===== src/rtl/output_driver_pkg.sv =====
// Shared definitions for the output driver: per-bit FSM encodings and counter sizing.
package output_driver_pkg;

    localparam logic [0:0] ST_IDLE = 1'b0;
    localparam logic [0:0] ST_HOLD = 1'b1;

    // Hold counter width; never narrower than one bit.
    function automatic int unsigned cnt_width(input int unsigned n);
        if (n <= 1) begin
            return 1;
        end
        return $clog2(n);
    endfunction

endpackage


===== src/rtl/output_hold_cell.sv =====
// One output line: registered level with a minimum hold window and busy flag.
module output_hold_cell
    import output_driver_pkg::*;
#(
    parameter int unsigned MIN_HOLD_CYCLES = 4,
    parameter logic        RESET_BIT       = 1'b0
) (
    input  logic sys_clk,
    input  logic rst_n,
    input  logic in_i,
    output logic out_o,
    output logic busy_o
);

    localparam int unsigned CNT_W = cnt_width(MIN_HOLD_CYCLES);
    localparam logic [CNT_W-1:0] RELOAD = CNT_W'(MIN_HOLD_CYCLES - 1);

    logic [0:0]       state_q, state_d;
    logic [CNT_W-1:0] cnt_q, cnt_d;
    logic             out_q, out_d;
    logic             busy_q, busy_d;

    always_ff @(posedge sys_clk or negedge rst_n) begin
        if (!rst_n) begin
            state_q <= ST_IDLE;
            cnt_q   <= '0;
            out_q   <= RESET_BIT;
            busy_q  <= 1'b0;
        end else begin
            state_q <= state_d;
            cnt_q   <= cnt_d;
            out_q   <= out_d;
            busy_q  <= busy_d;
        end
    end

    // Input is only sampled when idle or when the hold window has expired.
    always_comb begin
        state_d = state_q;
        cnt_d   = cnt_q;
        out_d   = out_q;
        case (state_q)
            ST_IDLE: begin
                if (in_i != out_q) begin
                    out_d   = in_i;
                    cnt_d   = RELOAD;
                    state_d = ST_HOLD;
                end
            end
            ST_HOLD: begin
                if (cnt_q != '0) begin
                    cnt_d = cnt_q - CNT_W'(1);
                end else if (in_i != out_q) begin
                    out_d = in_i;
                    cnt_d = RELOAD;
                end else begin
                    state_d = ST_IDLE;
                end
            end
            default: begin
                state_d = ST_IDLE;
                cnt_d   = '0;
            end
        endcase
        busy_d = (state_d == ST_HOLD);
    end

    assign out_o  = out_q;
    assign busy_o = busy_q;

endmodule


===== src/rtl/output_driver.sv =====
// Registers internal sys_clk-domain levels and output-enable onto external pins,
// enforcing a minimum level duration on every line.
module output_driver
    import output_driver_pkg::*;
#(
    parameter int unsigned      WIDTH           = 4,
    parameter int unsigned      MIN_HOLD_CYCLES = 4,
    parameter logic [WIDTH-1:0] RESET_VALUE     = '0
) (
    input  logic             sys_clk,
    input  logic             rst_n,
    input  logic [WIDTH-1:0] in_line,
    input  logic             out_en,
    output logic [WIDTH-1:0] out_line,
    output logic             oe_line,
    output logic [WIDTH-1:0] busy
);

    logic oe_q;

    always_ff @(posedge sys_clk or negedge rst_n) begin
        if (!rst_n) begin
            oe_q <= 1'b0;
        end else begin
            oe_q <= out_en;
        end
    end

    assign oe_line = oe_q;

    for (genvar i = 0; i < int'(WIDTH); i++) begin : g_cell
        output_hold_cell #(
            .MIN_HOLD_CYCLES(MIN_HOLD_CYCLES),
            .RESET_BIT      (RESET_VALUE[i])
        ) u_cell (
            .sys_clk(sys_clk),
            .rst_n  (rst_n),
            .in_i   (in_line[i]),
            .out_o  (out_line[i]),
            .busy_o (busy[i])
        );
    end

endmodule

===== config.mk =====
export PLATFORM = sky130hd
export DESIGN_NAME = output_driver
export DESIGN_NICKNAME = d
export VERILOG_FILES = /design/src/rtl/output_driver_pkg.sv /design/src/rtl/output_hold_cell.sv /design/src/rtl/output_driver.sv
export SDC_FILE = /design/constraint.sdc
export NUM_CORES = 1
export LEC_CHECK = 0
export ABC_AREA = 1
export CORE_AREA = 2 2 44 46
export DETAILED_ROUTE_END_ITERATION = 8
export DIE_AREA = 0 0 46 48
export GPL_TIMING_DRIVEN = 1
export PLACE_DENSITY = 0.71
export SLEW_MARGIN = 40
export SYNTH_ARGS = -nofsm -noshare
export SYNTH_HDL_FRONTEND = slang
export SYNTH_SLANG_ARGS = --single-unit

===== constraint.sdc =====
create_clock -name sys_clk -period 1 [get_ports sys_clk]
set_input_delay 0.2 -clock sys_clk [delete_from_list [all_inputs] [get_ports sys_clk]]
set_output_delay 0.2 -clock sys_clk [all_outputs]
set_load 0.02 [all_outputs]

# Word level (Yosys, flattened, before mapping)
# Index checks and enable logic that the tools add are counted.
[classes]
add_sub_neg = 4
n_reduce_logical = 4
bitwise_logic = 4
n_mux = 36
n_eq_ne = 8
[ops]
columns = ["cell", "n"]
rows = [
  ["1-bit two-way mux", 16],
  ["2-bit two-way mux", 8],
  ["1-bit case mux with 2 select lines", 8],
  ["2-bit case mux with 2 select lines", 4],
  ["2-bit inequality test (second input constant)", 4],
  ["2-bit nonzero test", 4],
  ["2-bit by 1-bit subtractor with 2-bit output (second input constant)", 4],
  ["1-bit inequality test", 4],
  ["1-bit inverter", 4],
]
[totals]
in_bits = 7
wordCells = 69
ff_bits = 17
output_inout_bits = 9

# Logic depth before layout (Yosys ltp)
# Gate-level depths: netlist (run 1).
[depth]
depth_word = 4
depth_mapped = 5
mapped_depth_nobuf = 5

# By module
# Synthesis (run 1) repeated with hierarchy kept, for this count alone.
[hier_totals]
hier_cells = 85
hier_area_um2 = 760.7
[modules_own_cells]
columns = ["mod", "area_per_inst_um2", "cells_each", "seq_area_each_um2", "instances"]
rows = [
  ["output_hold_cell", 183.9, 21, 100.1, 4],
  ["output_driver", 25.0, 1, 25.0, 1],
]

# Least setup slack after synthesis (run 1)
# No wires, ideal clock.
[synth_path]
kind = "register -> register"
startpoint = "register g_cell[1].u_cell.out_q"
endpoint = "register g_cell[1].u_cell.cnt_q[0]"
required_ns = 0.868
synth_period_minus_slack_ns = 0.810
setup_slack_ns = 0.190
arrival_time_ns = 0.678
setup_time_ns = 0.132
n_path_buf = 0
stages_incl_launch_ff = 3
path_cell_list = "dfrtp_1 xnor2_1 a21boi_1"
[synth_via]
elab_chain_len = 4
[synth_lines]
columns = ["item", "line_no", "source"]
rows = [
  ["start, declared", "output_hold_cell.sv:20", "logic out_q, out_d;"],
  ["start signal, assigned", "output_hold_cell.sv:32", "out_q <= out_d;"],
  ["1-bit inequality test (*)", "output_hold_cell.sv:44, output_hold_cell.sv:53", ""],
  ["2-bit two-way mux (*)", "-", ""],
  ["2-bit two-way mux", "-", ""],
  ["2-bit case mux with 2 select lines (*)", "-", ""],
  ["net g_cell[1].u_cell.cnt_d[0]", "output_hold_cell.sv:19", "logic [CNT_W-1:0] cnt_q, cnt_d;"],
  ["end signal, assigned", "output_hold_cell.sv:31", "cnt_q <= cnt_d;"],
  ["end, declared", "output_hold_cell.sv:19", ""],
]
# The timed path passes the listed nets; every way through them passes the cells marked *.
# A chain may end at the register's enable or synchronous reset.

==> impl_metrics.csv, run 1 <==
group,metric,value,unit
global_route,grt_first_pass_wirelength,2.187,mm
global_route,grt_pass1_vias,524,
sta,skew,0.005298,ns
routing,drtIter0Drc,5,
critical_path,cp.required,0.80,ns
die,fp.dieH,48,microns
critical_path,cpMaxStageDelayCell,"dfrtp_1",
clocking,clk_latency,0.28,ns
sta,fin_ws,-0.02386,ns
sta,whs,0.2431,ns
yosys,synthDistinctLibCells,14,
critical_path,arrival,0.82,ns
die,rows,15,
run,cap_violations,0,
finish,filler_cell_count,139,
routing,route.vias.total,587,
sta,fin_crit_sh,102.4,%
clocking,htreeDepth,1,
power,vdd_drop_max,1812,uV
min_path,min_path_type,"input pin to asynchronous set/reset pin",
critical_path,critPathTopFamily,"flip-flops",
sta,setup-tns-final,-0.1164,ns
yosys,synth_seq_cells,17,
critical_path,rr_startpoint,"g_cell[1].u_cell.state_q$_DFF_PN0_",
clocking,cts_max_path_buffers,2,
routing,wl_per_cell,10.98,microns
clocking,numCtsBuffers,3,
die,initial_utilization,45.93,%
status,outcome,"finished with violations",
placed_design,dpl_cell_area,952.2,sq um
critical_path,cp_max_fo,2,
finish,n_antenna_cell,0,
routing,first_pass_iters,2,
power,p_per_area,3410,nW/um^2
clocking,cts_tree,"built",
placed_design,routabilityCongestion,0.7329,
global_route,grt.total_usage,14.29,%
critical_path,regToRegSetupSlack,0.05,ns
critical_path,reg2reg_to,"g_cell[1].u_cell.cnt_q[1]$_DFF_PN0_",
yosys,synth-warning-count,0,
sta,hold_viol,0,
sta,min_period,1.024,ns
global_route,antenna_found_initial,0,
sta,fmax,976.7,MHz
global_route,overflow,0,
finish,stdcell_area,1059,sq um
finish,mostFrequentLayoutCells,"nand2_1, dfrtp_1, buf_6",
global_route,grt_max_degree,18,
die,die-width,46,microns
yosys,syn_nets,94,
die,num_io_pins,16,
yosys,synth_cells,87,
routing,drt-total-wl,1.361,mm
critical_path,path_buf_inv,1,
finish,layout-drive-gt1-share,30.84,%
routing,drt-vias-per-instance,4.734,
critical_path,path_cells,"buf_6",
yosys,synth_area,775.7,sq um
yosys,synth.avg_cell_area,8.917,sq um
sta,rsz0062_at_grt,"yes",
critical_path,r2r_cells,4,
sta,worst_pin_slew,0.2221,ns
power,p_total,3.610,mW
die,floorplan.die_area,2208,sq um
clocking,clkSinkCount,17,
sta,slew_headroom,85.15,%
critical_path,criticalPathCategory,"flip-flop to output port",
sta,drv_slew,0,
finish,register_area,425.4,sq um
finish,layout_commonest_cell,"nand2_1",
critical_path,startpoint_type,"flip-flop",
status,violations,"setup timing",
finish,multiInputGateArea,306.5,sq um
yosys,synth.yosys.seq_area_share,54.84,%
die,core-area,1689,sq um
clocking,clk_root_buffer_cell,"clkbuf_4",
placed_design,io_buffers,15,
placed_design,dp_hpwl,1.035,mm
critical_path,setup.worst_path.end_class,"output port",
finish,nNetsFinal,115,
sta,setup_violations,8,
clocking,path_clk_slew,0.10,ns
routing,drc_errors,0,
power,p_leak,0.5343,nW
critical_path,cpPeakStageDelay,0.41,ns
placed_design,place_ws,-0.1751,ns
finish,area_delta_synth_final,36.45,%
routing,ant_nets,0,
-- state kept, by name, summed over array words and instances (netlist names) --
register / flops
g_cell.u_cell.state_q: 4
g_cell.u_cell.out_o: 4
oe_line: 1
g_cell.u_cell.cnt_q: 8
-- final cells by class --
class | instances | share of cell area, %
inverters | 10 | 3.546
multi-input cells | 52 | 28.96
well taps | 17 | 2.009
clock buffers | 4 | 2.482
repair buffers | 24 | 22.81
flip-flops and latches | 17 | 40.19
-- repair_timing --
action | in CTS | in global routing
buffers inserted | 3 | 0
hold buffers | 0 | 0
resized for setup | 54 | 9
pin swaps | 0 | 3
endpoints found under the setup margin | 13 | 18
-- logic make-up (layout without fill, tap and decap cells) --
family	count (synthesis)	count (layout)	share of synthesized area [%]
XOR/XNOR	2	2	2.258
AO/OA/AOI/OAI	18	18	13.87
buffers and inverters	18	38	12.58
flip-flops	17	17	54.84
AND/OR/NAND/NOR	32	32	16.45
-- per-stage QoR --
step | utilization [%] | instances
3_3_place_gp | 56.37 | 118
4_1_cts | 60.44 | 125
2_1_floorplan | - | 87
5_1_grt | 62.67 | 124
6_report | 62.67 | 124
3_5_place_dp | 56.37 | 118
-- where the power goes --
part / switching [mW] / total (mW) / internal (mW)
combinational: 1.00 / 1.97 / 0.967
clock: 0.198 / 0.352 / 0.154
sequential: 0.271 / 1.29 / 1.02
total: 1.47 / 3.61 / 2.14
-- layer usage --
metal | global-route usage, % | wire length, microns | vias to the layer above
met5 | 0 | 0 | -
met4 | 5.143 | 6 | 0
met3 | 4.528 | 67 | 2
met2 | 23.89 | 720 | 9
met1 | 17.38 | 567 | 271
li1 | - | - | 305
-- worst max-delay path by stage --
stage,startpoint,endpoint,slack [ns],cells past startpoint
6_report,g_cell[3].u_cell.state_q$_DFF_PN0_,busy[3],-0.02,1
4_1_cts,g_cell[3].u_cell.out_o$_DFFE_PN0P_,out_line[3],-0.04,1
3_3_place_gp,g_cell[3].u_cell.out_o$_DFFE_PN0P_,out_line[3],-0.15,1
2_1_floorplan,g_cell[1].u_cell.out_o$_DFFE_PN0P_,g_cell[1].u_cell.cnt_q[0]$_DFF_PN0_,0.19,2
3_5_place_dp,in_line[1],g_cell[1].u_cell.cnt_q[1]$_DFF_PN0_,-0.18,3
5_1_grt,g_cell[3].u_cell.state_q$_DFF_PN0_,busy[3],-0.06,1
-- cell usage after synthesis --
master,count,area (sq um)
nand3_1,2,10.01
inv_1,8,30.03
inv_2,2,7.510
o21ai_1,2,10.01
buf_4,8,60.06
xnor2_1,2,17.52
dfrtp_1,17,425.4
o21ai_0,4,20.02
o21ai_2,2,17.52
nor2_1,2,7.510
nand2_2,2,12.51
a21oi_1,6,30.03
a21boi_1,4,30.03
nand2_1,26,97.59
(Power assumes the default switching activity.)
==> run 2: changes to the inputs <==
--- a/config.mk
+++ b/config.mk
@@ -6,12 +6,13 @@
 export NUM_CORES = 1
 export LEC_CHECK = 0
 export ABC_AREA = 1
-export CORE_AREA = 2 2 44 46
+export CELL_PAD_IN_SITES_DETAIL_PLACEMENT = 1
+export CELL_PAD_IN_SITES_GLOBAL_PLACEMENT = 1
+export CORE_AREA = 2 2 50 52
 export DETAILED_ROUTE_END_ITERATION = 8
-export DIE_AREA = 0 0 46 48
+export DIE_AREA = 0 0 52 54
 export GPL_TIMING_DRIVEN = 1
-export PLACE_DENSITY = 0.71
-export SLEW_MARGIN = 40
+export PLACE_DENSITY = 0.72
 export SYNTH_ARGS = -nofsm -noshare
 export SYNTH_HDL_FRONTEND = slang
 export SYNTH_SLANG_ARGS = --single-unit
==> impl_metrics.csv, run 2 (synthesis gave the netlist of run 1 again) <==
group,metric,value,unit
critical_path,r2r_cells,6,
routing,drt-vias-per-instance,4.529,
die,core-area,2320,sq um
placed_design,io_buffers,15,
clocking,clk_latency,0.29,ns
routing,drtIter0Drc,6,
global_route,grt_max_degree,18,
finish,layout_commonest_cell,"nand2_1",
sta,skew,0.002741,ns
die,num_io_pins,16,
power,p_per_area,3329,nW/um^2
finish,fin_util,44.98,%
die,fp.dieH,54,microns
clocking,clkSinkCount,17,
finish,nNetsFinal,114,
run,cap_violations,0,
sta,drv_slew,0,
power,p_comb_share,52.8,%
critical_path,startpoint_type,"flip-flop",
critical_path,critPathTopFamily,"flip-flops",
critical_path,path_buf_inv,1,
power,p_total,3.473,mW
placed_design,dp_hpwl,1.087,mm
global_route,grt_first_pass_wirelength,2.532,mm
sta,fin_crit_sh,103.7,%
routing,first_pass_iters,4,
sta,rsz0062_at_grt,"yes",
critical_path,regToRegSetupSlack,0.06,ns
sta,slew_headroom,85.04,%
global_route,overflow,0,
critical_path,cp.required,0.80,ns
routing,drt-total-wl,1.403,mm
finish,largest_register,"g_cell.u_cell.cnt_q",
sta,setup_violations,9,
clocking,htreeDepth,1,
sta,hold_viol,0,
die,rows,18,
status,outcome,"finished with violations",
finish,n_antenna_cell,0,
critical_path,reg2reg_to,"g_cell[1].u_cell.out_o$_DFFE_PN0P_",
die,initial_utilization,33.44,%
min_path,min_path_type,"input pin to asynchronous set/reset pin",
finish,final_cells,136,
die,die-width,52,microns
sta,fmax,964.6,MHz
finish,layout-drive-gt1-share,27.36,%
clocking,path_clk_slew,0.10,ns
finish,area_delta_synth_final,34.52,%
critical_path,cp_max_fo,3,
clocking,cts_tree,"built",
power,switchingPower,1.403,mW
sta,whs,0.2409,ns
sta,worst_pin_slew,0.2237,ns
sta,fin_ws,-0.03672,ns
routing,route.vias.total,616,
clocking,clk_root_buffer_cell,"clkbuf_4",
critical_path,path_cells,"buf_6",
placed_design,dp.cells,130,
routing,drc_errors,0,
power,p_int,2.071,mW
finish,register_area,425.4,sq um
finish,filler_cell_count,270,
finish,multiInputGateArea,282.8,sq um
status,violations,"setup timing",
die,floorplan.die_area,2808,sq um
placed_design,routabilityCongestion,0.6339,
global_route,grt.total_usage,12.32,%
power,vdd_drop_max,1414,uV
finish,largest_reg_flops,8,
critical_path,rr_startpoint,"g_cell[1].u_cell.state_q$_DFF_PN0_",
power,p_clk_share,10.5,%
power,swShare,40.39,%
critical_path,setup.worst_path.end_class,"output port",
routing,wl_per_cell,10.32,microns
sta,min_period,1.037,ns
clocking,numCtsBuffers,3,
global_route,grt_pass1_vias,622,
critical_path,cpMaxStageDelayCell,"dfrtp_1",
clocking,cts_max_path_buffers,2,
finish,mostFrequentLayoutCells,"nand2_1, dfrtp_1, buf_6",
critical_path,arrival,0.84,ns
routing,ant_nets,0,
critical_path,criticalPathCategory,"flip-flop to output port",
power,pwr-share-seq,36.7,%
placed_design,place_ws,-0.1870,ns
critical_path,cpPeakStageDelay,0.41,ns
power,p_leak,0.5238,nW
global_route,antenna_found_initial,0,
run 2: layer usage:
layer | wire, microns | GRT usage [%]
met5 | 0 | 0
met2 | 733 | 21.52
met4 | 28 | 6.579
met1 | 595 | 14.74
met3 | 45 | 1.667
run 2: per-stage QoR:
| step | setup TNS (ns) | cell area, sq um |
|---|---|---|
| 6_report | -0.1696 | 1044 |
| 5_1_grt | -0.4866 | 1044 |
| 4_1_cts | -0.2575 | 1022 |
| 3_5_place_dp | -2.672 | 960.9 |
| 3_3_place_gp | -2.265 | 960.9 |
| 2_1_floorplan | 0 | 775.7 |
run 2: repair_timing:
| action | 4_1_cts | 5_1_grt |
|---|---|---|
| hold buffers | 0 | 0 |
| endpoints found under the setup margin | 12 | 13 |
| pin swaps | 0 | 1 |
| gates cloned | 0 | 0 |
| resized for setup | 54 | 5 |
| setup buffers | 2 | 0 |
run 2: worst max path at each step:
stage / from / to / slack (ns) / cells past startpoint
floorplan: g_cell[1].u_cell.out_o$_DFFE_PN0P_ / g_cell[1].u_cell.cnt_q[0]$_DFF_PN0_ / 0.19 / 2
global placement: g_cell[1].u_cell.out_o$_DFFE_PN0P_ / out_line[1] / -0.16 / 1
detailed placement: in_line[2] / g_cell[2].u_cell.cnt_q[0]$_DFF_PN0_ / -0.19 / 3
CTS: g_cell[0].u_cell.out_o$_DFFE_PN0P_ / out_line[0] / -0.04 / 1
global route: g_cell[0].u_cell.out_o$_DFFE_PN0P_ / out_line[0] / -0.07 / 1
finish: g_cell[0].u_cell.out_o$_DFFE_PN0P_ / out_line[0] / -0.04 / 1
run 2: cell type report:
type / instances / area share (%)
Multi-Input combinational cell: 52 / 27.10
Timing Repair Buffer: 23 / 22.42
Tap cell: 30 / 3.597
Sequential cell: 17 / 40.77
Clock buffer: 4 / 2.518
Inverter: 10 / 3.597
run 2: power groups by stage:
stage,registers (mW),clock network (mW),logic (mW)
after global placement,1.25,0,1.61
after floorplan,1.28,0,1.17
after CTS,1.27,0.374,1.77
final,1.28,0.364,1.83
after detailed placement,1.28,0,1.65
after global routing,1.33,0.410,2.06
==> RTL change 1, RTL diff (flow settings as in run 1) <==
Remove the register `oe_q`: a continuous assignment takes its place, so the output `oe_line` follows one clock earlier.
--- a/src/rtl/output_driver.sv
+++ b/src/rtl/output_driver.sv
@@ -18,13 +18,7 @@
 
     logic oe_q;
 
-    always_ff @(posedge sys_clk or negedge rst_n) begin
-        if (!rst_n) begin
-            oe_q <= 1'b0;
-        end else begin
-            oe_q <= out_en;
-        end
-    end
+    assign oe_q = out_en;
 
     assign oe_line = oe_q;
 
Behaviour: not the same (a bounded check fails within 4 cycles, from zero or initial values and one cycle with rst_n low).
==> RTL change 1 against run 1 <==
The run still ends with setup timing left; sequential cell count down 1; critical path depth did not move; final area is 7.2% lower; final cell count shrank 3.2%; routed wire length fell by 6.8%; core utilization down 4.5 points; register-to-register slack hardly changed; via count decreased by 0.68%; global-route usage grew 0.079 points; total power shrank 4.3%; synthesized area fell by 2.3%; setup slack improved by 13 ps; critical endpoint is now busy[2].
==> RTL change 1: results (changes against run 1) <==
* Status: finished with violations
* Failing checks: setup timing
* Seq power at 1.24 mW (-4%)
* Synth area leaders: dfrtp_1 53%, nand2_1 13%, buf_4 8.9%
* Fillers at 150 (+7.9%)
* Crit path from: g_cell[2].u_cell.state_q
* Max transition margin at 85.1% (about the same)
* Post-CTS Setup Inserts at 1 (-2)
* Pre-antenna DRT Iters at 4 (+2)
* R2R depth at 3 (-1)
* Leakage at 0.506 nW (-5.4%)
* Worst R2R End: g_cell[0].u_cell.cnt_q[1]
* Port Buffers at 13 (-2)
* Layout clock area frac at 2.29% (-0.19 points)
* Seq area share at 40.8% (+0.58 points)
* Largest net degree at the start of global routing at 17 (-1)
* Pre-CTS setup slack at -166 ps (+8.72 ps)
* Synth Area per Inst at 8.72 um^2 (-2.3%)
* Routability Congestion at 0.750 (+2.3%)
* Layout cells sized above 1 at 30.1% (-0.74 points)
* Met1 Usage GRT at 15.2% (-2.1 points)
* Worst Skew at 3.51 ps (-1.79 ps)
* Final setup fails at 6 (-2)
* Total power per unit cell area at 3520 mW/mm^2 (+3.2%)
* Internal cell power at 2.04 mW (-4.5%)
* Dpl cells at 116 (-1.7%)
* Layout net count at 112 (-2.6%)
* Vias per inst at 4.86 (+2.6%)
* Multi-input gate area in the final layout at 293 um^2 (-4.5%)
* Comb pwr share at 54.8% (+0.3 points)
* Register area share after synthesis at 52.8% (-2.0 points)
* Hpwl dp at 963 um (-6.9%)
* CLK BUF at 3 (-1)
* Worst reg2reg startpoint: g_cell[0].u_cell.out_o
* Top Layer Used: met3
* Post-synthesis sequential element count at 16 (-1)
* Global-route wire length before repair at 2150 um (-1.9%)
* Met3 wire length at 50 um (-25%)
* CTS resizes at 44 (-19%)
* VDD IR max at 1.87 mV (+3.2%)
* Vias in the first global route at 533 (+1.7%)
* Routed via count at 583 (-0.68%)
* Final WS setup at -11.3 ps (+12.5 ps)
* CP endpoint: busy[2]
* Non-Clock Buffer Area Fraction at 21.1% (-1.7 points)
* GRT Overall Usage at 14.4% (+0.079 points)
* Met1 wire length at 553 um (-2.5%)
* Commonest cells post-synth: 26 x nand2_1, 16 x dfrtp_1, 9 x buf_4, 8 x inv_1, 6 x a21oi_1
[RTL change 1: logic make-up (layout without fill, tap and decap cells)]
logic type	count (synthesis)	in the layout	share of synthesized area [%]
AO/OA/AOI/OAI	18	18	14.2
buffers and inverters	19	35	13.9
flip-flops	16	16	52.8
AND/OR/NAND/NOR	32	32	16.8
XOR/XNOR	2	2	2.31
[RTL change 1: how the worst min path moves through the flow]
stage            from                   endpoint  slack (ps)  cells past startpoint
2_1_floorplan   rst_n  g_cell[0].u_cell.cnt_q[0]        -100                      0
3_3_place_gp   out_en                    oe_line         400                      0
3_5_place_dp   out_en                    oe_line         400                      0
4_1_cts         rst_n   g_cell[0].u_cell.state_q         240                      2
5_1_grt         rst_n     g_cell[3].u_cell.out_o         230                      2
6_report        rst_n     g_cell[3].u_cell.out_o         240                      2
[RTL change 1: stage by stage]
step	setup TNS (ps)	area, um^2
6_report	-37.1	982
5_1_grt	-430	982
4_1_cts	-150	938
3_5_place_dp	-2290	902
3_3_place_gp	-1910	902
2_1_floorplan	0	758
==> RTL change 2, RTL diff (flow settings as in run 1) <==
Made on the original files. Register the output `oe_line` once more, with the module's reset; this adds one clock of latency there. The other outputs are not delayed to match.
--- a/src/rtl/output_driver.sv
+++ b/src/rtl/output_driver.sv
@@ -26,7 +26,13 @@
         end
     end
 
-    assign oe_line = oe_q;
+    always_ff @(posedge sys_clk or negedge rst_n) begin
+        if (!rst_n) begin
+            oe_line <= '0;
+        end else begin
+            oe_line <= oe_q;
+        end
+    end
 
     for (genvar i = 0; i < int'(WIDTH); i++) begin : g_cell
         output_hold_cell #(
Check against the original RTL: not equivalent (Yosys sat finds a counterexample within 4 cycles, from zero or initial values and one cycle with rst_n low).
==> RTL change 2 against run 1 <==
Global-route usage increased by 0.47 points; sequential cell count increased by 1; final area decreased by 0.12%; routed wire length increased by 4.6%; setup slack got worse by 10 ps; die area unchanged; total power decreased by 1.4%; the run still ends with setup timing left; non-clock buffer count unchanged; synthesized area increased by 3.2%; largest power group unchanged.
==> RTL change 2: results (changes against run 1) <==
* Max transition margin at 86.9% (+1.8 points)
* Synth Area in XOR/XNOR at 2.19% (-0.071 points)
* Layout cells sized above 1 at 29.0% (-1.9 points)
* Final setup fails at 9 (+1)
* Pre-antenna DRT Iters at 4 (+2)
* Hpwl dp at 1060 um (+2.3%)
* Total negative setup slack at -203 ps (-86.5 ps)
* Pre-CTS setup slack at -168 ps (+7.01 ps)
* H-tree Lvls at 1 (unchanged)
* Vias in the first global route at 581 (+11%)
* Ys flop type: dfrtp_1
* Reg2reg setup slack at 40 ps
* Vias per inst at 4.99 (+5.5%)
* Internal cell power at 2.12 mW (-0.89%)
* Crit path from: g_cell[3].u_cell.out_o
* Routability Congestion at 0.734 (+0.20%)
* Largest net degree at the start of global routing at 19 (+1)
* Register area share after synthesis at 56.3% (+1.4 points)
* Final WL at 1420 um (+4.6%)
* Final WS setup at -33.9 ps (-10.0 ps)
* Clock transition at path regs at 100 ps (about the same)
* CP endpoint: out_line[3]
* Worst R2R End: g_cell[2].u_cell.out_o
* VDD IR max at 1.59 mV (-12%)
* Status: finished with violations
* CTS Buffer Depth at 2 (unchanged)
* Final Cell Area at 0.00106 mm^2 (-0.12%)
* Worst Skew at 2.61 ps (-2.69 ps)
* Synth area leaders: dfrtp_1 56%, nand2_1 12%, buf_4 7.5%
* R2R depth at 5 (+1)
* Worst reg2reg startpoint: g_cell[2].u_cell.state_q
* Commonest cells post-synth: 26 x nand2_1, 18 x dfrtp_1, 8 x buf_4, 8 x inv_1, 6 x a21oi_1
* Leakage at 0.539 nW (+0.91%)
* Synth Area per Inst at 9.10 um^2 (+2.1%)
* GRT Overall Usage at 14.8% (+0.47 points)
* Placed inst area at 985 um^2 (+3.4%)
* Failing checks: setup timing
* Synthesized Nets at 95 (+1.1%)
* Global-route wire length before repair at 2320 um (+6.0%)
* Compound-cell area share of the yosys netlist at 13.4% (-0.43 points)
==> RTL change 2: worst min-delay path by stage <==
stage,slack (ps),from,depth (start not counted),to
2_1_floorplan,-100,rst_n,0,g_cell[0].u_cell.cnt_q[0]
3_3_place_gp,340,oe_q,0,oe_line
3_5_place_dp,340,oe_q,0,oe_line
4_1_cts,230,rst_n,2,g_cell[1].u_cell.cnt_q[1]
5_1_grt,240,rst_n,2,g_cell[1].u_cell.cnt_q[1]
6_report,240,rst_n,2,g_cell[1].u_cell.cnt_q[1]
==> RTL change 2: area by class of cell <==
class                      count  share of cell area (%)
tap                           17                    2.01
timing repair buffer          24                    22.8
multi-input combinational     52                    26.9
inverter                      10                    3.55
clock buffer                   3                    2.13
sequential                    18                    42.6
==> RTL change 2: power groups by stage <==
| stage | Sequential [mW] | Combinational (mW) | Clock (mW) |
|---|---|---|---|
| after floorplan | 1.32 | 1.17 | 0 |
| after global placement | 1.28 | 1.65 | 0 |
| after detailed placement | 1.31 | 1.71 | 0 |
| after CTS | 1.32 | 1.82 | 0.368 |
| after global routing | 1.37 | 2.06 | 0.391 |
| final | 1.33 | 1.88 | 0.351 |
==> RTL change 2: cells by family after synthesis <==
group / Yosys count
AND/OR/NAND/NOR: 32
buffers and inverters: 18
flip-flops: 18
XOR/XNOR: 2
AO/OA/AOI/OAI: 18
==> RTL change 2: repair_timing <==
action                     4_1_cts  5_1_grt
setup endpoints to repair       10       12
gates cloned                     0        0
buffers inserted                 1        0
gates resized for setup         56        3
hold endpoints to repair         0        0
==> RTL change 2: routing by layer <==
layer	part of all wire, %	track usage (%)	routed length [um]
met1	41	17.6	582
met2	54	25.3	774
met3	3.2	3.40	46
met4	1.3	6.86	19
met5	0	0	0
